<file path="config.mk">
export PLATFORM = sky130hd
export DESIGN_NAME = line_clear_ctrl
export DESIGN_NICKNAME = d
export VERILOG_FILES = /design/src/rtl/line_clear_ctrl.sv
export SDC_FILE = /design/constraint.sdc
export NUM_CORES = 1
export LEC_CHECK = 0
export BUFFER_PORTS_ARGS = -buffer_cell sky130_fd_sc_hd__buf_2
export CORE_MARGIN = 5
export CORE_UTILIZATION = 25
export DETAILED_ROUTE_END_ITERATION = 6
export HOLD_SLACK_MARGIN = 0.15
export PLACE_DENSITY = 0.43
export SYNTH_ARGS = -nofsm -noshare
export SYNTH_HDL_FRONTEND = slang
export SYNTH_SLANG_ARGS = --single-unit
</file>
<file path="constraint.sdc">
create_clock -name clk_i -period 2.3 [get_ports clk_i]
set_input_delay 0.115 -clock clk_i [delete_from_list [all_inputs] [get_ports clk_i]]
set_output_delay 0.115 -clock clk_i [all_outputs]
set_load 0.03 [all_outputs]
</file>
<file path="src/rtl/line_clear_ctrl.sv">
// Row compaction sequencer for the Tetris grid: removes full rows bottom-up and zero-fills the top.
// Optional pre-clear flash of full rows is enabled by defining LCC_FLASH_EN.
module line_clear_ctrl #(
  parameter int ROWS   = 20,
  parameter int COLS   = 10,
  parameter int CELL_W = 4
`ifdef LCC_FLASH_EN
  ,
  parameter logic [CELL_W-1:0] FLASH_COLOR  = 4'h7,
  parameter int                FLASH_CYCLES = 6250000
`endif
) (
  input  logic                       clk_i,
  input  logic                       rst_n_i,
  input  logic                       start_i,
  output logic                       busy_o,
  output logic                       done_o,
  output logic [$clog2(ROWS+1)-1:0]  lines_cleared_o,
  output logic [$clog2(ROWS)-1:0]    rd_addr_o,
  input  logic [COLS*CELL_W-1:0]     rd_data_i,
  output logic                       wr_en_o,
  output logic [$clog2(ROWS)-1:0]    wr_addr_o,
  output logic [COLS*CELL_W-1:0]     wr_data_o
);

  localparam int AW = $clog2(ROWS);
  localparam int CW = $clog2(ROWS+1);
  localparam int DW = COLS*CELL_W;

  typedef enum logic [3:0] {
    IDLE,
    RD,
    CHK,
    WR,
    FILL,
`ifdef LCC_FLASH_EN
    FLASH_RD,
    FLASH_CHK,
    FLASH_WAIT,
`endif
    DONE
  } state_t;

  state_t          state_q, state_d;
  logic [AW-1:0]   src_q, src_d;
  logic [AW-1:0]   dst_q, dst_d;
  logic [CW-1:0]   count_q, count_d;
  logic [CW-1:0]   lines_q, lines_d;
  logic [DW-1:0]   row_q, row_d;
  logic            row_full;

`ifdef LCC_FLASH_EN
  localparam int TW = $clog2(FLASH_CYCLES+1);
  logic [TW-1:0]   timer_q, timer_d;
  logic            hit_q, hit_d;
`endif

  always_comb begin
    row_full = 1'b1;
    for (int c = 0; c < COLS; c++) begin
      if (rd_data_i[c*CELL_W +: CELL_W] == '0) row_full = 1'b0;
    end
  end

  always_ff @(posedge clk_i) begin
    if (!rst_n_i) begin
      state_q <= IDLE;
      src_q   <= '0;
      dst_q   <= '0;
      count_q <= '0;
      lines_q <= '0;
      row_q   <= '0;
`ifdef LCC_FLASH_EN
      timer_q <= '0;
      hit_q   <= 1'b0;
`endif
    end else begin
      state_q <= state_d;
      src_q   <= src_d;
      dst_q   <= dst_d;
      count_q <= count_d;
      lines_q <= lines_d;
      row_q   <= row_d;
`ifdef LCC_FLASH_EN
      timer_q <= timer_d;
      hit_q   <= hit_d;
`endif
    end
  end

  always_comb begin
    state_d   = state_q;
    src_d     = src_q;
    dst_d     = dst_q;
    count_d   = count_q;
    lines_d   = lines_q;
    row_d     = row_q;
    wr_en_o   = 1'b0;
    wr_addr_o = dst_q;
    wr_data_o = '0;
`ifdef LCC_FLASH_EN
    timer_d   = timer_q;
    hit_d     = hit_q;
`endif
    case (state_q)
      IDLE: begin
        if (start_i) begin
          src_d   = AW'(ROWS-1);
          dst_d   = AW'(ROWS-1);
          count_d = '0;
`ifdef LCC_FLASH_EN
          hit_d   = 1'b0;
          state_d = FLASH_RD;
`else
          state_d = RD;
`endif
        end
      end
      RD: state_d = CHK;
      CHK: begin
        if (row_full) begin
          count_d = count_q + 1'b1;
          src_d   = src_q - 1'b1;
          state_d = (src_q == '0) ? FILL : RD;
        end else if (src_q == dst_q) begin
          // Row already in its final place: skip the write.
          src_d   = src_q - 1'b1;
          dst_d   = dst_q - 1'b1;
          state_d = (src_q == '0) ? FILL : RD;
        end else begin
          row_d   = rd_data_i;
          state_d = WR;
        end
      end
      WR: begin
        wr_en_o   = 1'b1;
        wr_data_o = row_q;
        src_d     = src_q - 1'b1;
        dst_d     = dst_q - 1'b1;
        state_d   = (src_q == '0) ? FILL : RD;
      end
      FILL: begin
        // After the scan dst == count-1, so rows dst..0 are exactly the vacated rows.
        if (count_q == '0) begin
          lines_d = count_q;
          state_d = DONE;
        end else begin
          wr_en_o = 1'b1;
          if (dst_q == '0) begin
            lines_d = count_q;
            state_d = DONE;
          end else begin
            dst_d = dst_q - 1'b1;
          end
        end
      end
`ifdef LCC_FLASH_EN
      FLASH_RD: state_d = FLASH_CHK;
      FLASH_CHK: begin
        if (row_full) begin
          wr_en_o   = 1'b1;
          wr_addr_o = src_q;
          wr_data_o = {COLS{FLASH_COLOR}};
          hit_d     = 1'b1;
        end
        if (src_q == '0) begin
          src_d = AW'(ROWS-1);
          if (hit_q || row_full) begin
            timer_d = TW'(FLASH_CYCLES-1);
            state_d = FLASH_WAIT;
          end else begin
            state_d = RD;
          end
        end else begin
          src_d   = src_q - 1'b1;
          state_d = FLASH_RD;
        end
      end
      FLASH_WAIT: begin
        if (timer_q == '0) state_d = RD;
        else               timer_d = timer_q - 1'b1;
      end
`endif
      DONE: state_d = IDLE;
      default: state_d = IDLE;
    endcase
  end

  assign busy_o          = (state_q != IDLE) && (state_q != DONE);
  assign done_o          = (state_q == DONE);
  assign lines_cleared_o = lines_q;
  assign rd_addr_o       = src_q;

endmodule

</file>
Word-level counts from Yosys, hierarchy flattened --
Index checks and enable logic that the tools add are counted.
Cells by class: $add $sub $neg 3, equal/unequal tests 15, multiplexer cells 34, bitwise logic cells 2, reductions and logical operators 26
Operator list (count):
- 5-bit 2-to-1 mux | 11
- 4-bit zero test | 11
- 40-bit 2-to-1 mux | 1
- 4-bit one-hot mux with 5 select lines | 1
- 5-bit one-hot mux with 4 select lines | 1
- 5-bit zero test | 3
- 5-bit one-hot mux with 3 select lines | 1
- 4-bit 2-to-1 mux | 3
- 2-bit inequality test, second input constant | 6
- 1-bit 2-to-1 mux | 11
- 5-bit one-hot mux with 2 select lines | 1
- 5-bit by 1-bit subtractor with 5-bit output, second input constant | 2
- 3-bit 2-to-1 mux | 3
- 3-bit AND reduction | 3
- 4-bit by 2-bit == test with 1-bit output, second input constant | 2
- 4-bit by 3-bit == test with 1-bit output, second input constant | 2
- 4-bit nonzero test | 2
- 3-bit inequality test, second input constant | 2
- 6-bit AND reduction | 1
- 5-bit by 1-bit adder with 5-bit output, second input constant | 1
- 5-bit == test | 1
- 4-bit by 1-bit == test with 1-bit output, second input constant | 1
- 4-bit by 3-bit inequality test with 1-bit output, second input constant | 1
- 2-bit AND reduction | 2
- other kinds (5) | 7
Word-level totals: register bits 64, input bits 43, output and inout port bits 58, word-level logic and storage cells 86

Longest topological paths before layout --
word-level depth 13, gate-level depth with buffers 7, depth with buffers taken out 7

Worst setup path after synthesis --
OpenSTA, ideal clock, no wires.
kind register -> register, start point register dst_q[0] (netlist: wr_addr_o[0]), end point register dst_q[4] (netlist: wr_addr_o[4]), arrival time 1917 ps, setup slack 264 ps, stages on the path, launching flop included 8, period minus slack after synthesis 2036 ps, cell sequence dfxtp_1 > inv_1 > ha_1 > nor4b_1 > nor3_2 > nor2_1 > or3_4 > o221a_2
On the way: cells in the longest elaborated chain, start to end 4, elaborated cells between the ends (all ways) 11, those cells by class add/sub: 1; eq/ne: 3; mux: 5; reduce/logical: 2
Ends and longest elaborated chain:
- start: declaration | RTL line 46 | logic [AW-1:0] dst_q, dst_d;
- start signal: assignment | RTL line 80 | dst_q <= dst_d;
- 5-bit by 1-bit subtractor with 5-bit output | RTL line 128, 139, 153
- 5-bit 2-to-1 mux, on equally long branches | RTL line 149, 125
- 5-bit 2-to-1 mux, on equally long branches | RTL line 144, 121
- 5-bit one-hot mux with 4 select lines | RTL line 105 | case (state_q)
Parallel ways exist; a longest one is shown, timed or not. The select of a mux whose other input is x is not followed. A chain may end at the register's enable or synchronous reset.

Worst setup path after layout --
start point input port rd_data_i[0], end point register dst_q[4] (netlist: wr_addr_o[4])
On the way: cells in the longest elaborated chain, start to end 13
Ends and longest elaborated chain:
- start: declaration | RTL line 20 | input logic [COLS*CELL_W-1:0] rd_data_i,
- 4-bit zero test | RTL line 61 | if (rd_data_i[c*CELL_W +: CELL_W] == '0) row_full = 1'b0;
- 1-bit 2-to-1 mux (10 in a row) | RTL line 61
- 2-bit inequality test (no line)
- 6-bit AND reduction (no line)
Every way passes these cells.

==> flow_summary.ini <==
[outcome]
outcome = complete, no violations

[synth]
syn-cell-area_sq_um = 3240
ys_ff_latch = 63
syn_area_per_cell_sq_um = 7.83
postSynth.asyncResetShare_pct = 0
synth_seq_area_share_pct = 38.9
synth_cell_types = 51
synthFlopType = dfxtp_1
synth_edf_count = 0
synth_largest_area_cell = dfxtp_1
yosys-top-cells-area = dfxtp_1 39%, and3_1 8.1%, a21oi_1 7.9%
synth_top_area_share_pct = 38.9
ys.warnings.count = 0
postSynthCellCount = 414
synth_fp_nets = 463

[clocking]
cts_max_level = 3
cts_sinks = 63
path_clk_slew_ps = 50
cts_buffer_depth = 2
cts_root_buf = clkbuf_16
cts_tree = built
cts_made_buffers = 9
clock_latency_ps = 330

[finish]
fill_cells = 1315
final_common_cell = buf_2
finalNetCount = 604
area_delta_synth_final_pct = 47.4
final-seq-area_sq_um = 1260
multi_input_area_sq_um = 1830
final_layout_size_suffix_gt1_share_pct = 28.2
layoutNonFillerInstCount = 732
mostFrequentLayoutCells = 100 x buf_2, 63 x dfxtp_1, 51 x a21oi_1
diodes = 0

[grt]
grt_pass1_wl_mm = 18.9
grt_pass1_vias = 3607
grt_antenna_before_repair = 0
grt_max_degree = 42
track_usage_pct = 15.8
grt_overflow = 0

[worst_setup_path]
startpoint = rd_data_i[0]
worst-r2r-cell-count = 8
critPathMaxFanout = 5
crit_path_end_kind = flop
critPathCapture = wr_addr_o[4]
start_kind = input pin
cp.arrival_ps = 2440
required_ps = 2510
reg2reg_slack_ps = 240
r2r_start = count_q[0]
path_class = in2reg
r2r-end = wr_addr_o[4]

[detailed_routing]
avgViaCountPerCell = 5.08
detail-route-antenna-nets = 0
routed_wl_mm = 12.0
drcViolationCount = 0
firstDrtPassIters = 4
drt_iter0_markers = 237
vias = 3717
wl_per_cell_um = 16.4

[timing]
maxSlewViolCount = 0
setup_viol = 0
layout_setup_ws_ps = 74.7
timing.slew.headroom_pct = 55.3
max_freq_ghz = 0.449
period_needed_ps = 2230
worst_pin_slew_ps = 661
period_share_pct = 96.8
fin_tns_setup_ps = 0
rsz0062_at_grt = no
worst_clock_skew_ps = 6.89
timing.final.hold_violations = 0
holdWs_ps = 368

[place]
io_buffers = 100
place_ws_ps = 128
place.gp.congestion = 0.832
place_inst = 675
hpwl_mm = 8.10

[power]
cellPowerDensity_nw_per_um2 = 861
peakVddDrop_mv = 0.302
p_total_mw = 4.12
leakage_nw = 2.13

[floorplanning]
dieArea_sq_um = 15400
core-area_sq_um = 12700
rows = 41
die_y_um = 124
die_w_um = 124
num_io_pins = 101
start_util_pct = 25.6

[flow_run]
maxCapViolCount = 0

[min_path]
hold_path.class = in2reg
==> cell families after synthesis <==
group,share of synthesized area (%)
compound gates,23.1
flops,38.9
fa+ha+maj,2.31
xor+xnor,1.35
mux,0.926
buf+inv,6.10
simple gates,27.3
==> worst min path at each step <==
stage	cells after the start	end	startpoint	slack (ps)
after floorplan	2	row_q[0]	rd_data_i[0]	260
after global placement	3	row_q[19]	rd_data_i[19]	380
after detailed placement	3	row_q[37]	rd_data_i[37]	390
after CTS	5	rd_addr_o[2]	start_i	350
after global routing	5	rd_addr_o[2]	start_i	410
final	5	rd_addr_o[2]	start_i	370
==> critical path, cell delays in order <==
cell and delay (ps):
dlygate4sd3_1 540, buf_2 130, nor4_1 530, nor4_2 170
and4_2 270, or3_4 400, o221a_2 270
==> cells in the mapped netlist, types with 2 or more instances <==
cell type	instances
clkbuf_1	32
or2_2	2
o21ai_0	38
a22oi_1	2
a211oi_1	5
nand2_1	7
nor2b_1	2
or4_1	3
buf_2	5
nor2_1	16
a21boi_1	3
nand3_1	48
nor4b_1	2
nor3_1	5
mux2i_1	3
and3_1	42
a21oi_1	51
o22ai_1	2
dfxtp_1	63
nor3b_1	2
o311ai_0	2
xor2_1	5
inv_1	10
nor4_1	15
nand3b_1	2
o21ai_1	8
buf_1	3
ha_1	6
nand2b_1	2
o31ai_1	7
==> cell type report <==
cell class / count / share of cell area, %
inverters: 11 / 0.864
flip-flops and latches: 63 / 26.4
clock inverters: 3 / 0.890
repair buffers: 170 / 23.9
multi-input cells: 300 / 38.3
clock buffers: 13 / 5.23
well taps: 172 / 4.50
==> flip-flops by register name, indices dropped and copies added (netlist names) <==
name             cells
rd_addr_o            5
wr_addr_o            5
lines_cleared_o      5
count_q              5
state_q              3
row_q               40
==> power by group <==
part,switching [mW],total (mW),internal [mW]
combinational,0.955,1.48,0.525
sequential,0.0965,1.29,1.20
clock,0.474,1.34,0.867
==> stage by stage <==
step | util [%] | cell area (sq um)
2_1_floorplan | - | 3240
3_3_place_gp | 32.0 | 4050
3_5_place_dp | 32.0 | 4050
4_1_cts | 37.5 | 4750
5_1_grt | 37.7 | 4780
6_report | 37.7 | 4780
==> layer usage <==
layer	routed length, um	track usage, %	up-vias
met2	5820	25.9	117
li1	-	-	1809
met4	209	6.64	0
met3	606	3.00	14
met1	5390	20.3	1777
met5	0	0	-
==> repair_timing <==
action	4_1_cts	5_1_grt
gates resized for setup	0	5
hold endpoints to repair	41	0
setup endpoints to repair	0	52
hold buffers	41	0
setup buffers	0	0
Note: power is estimated with default switching activity, not from simulation.
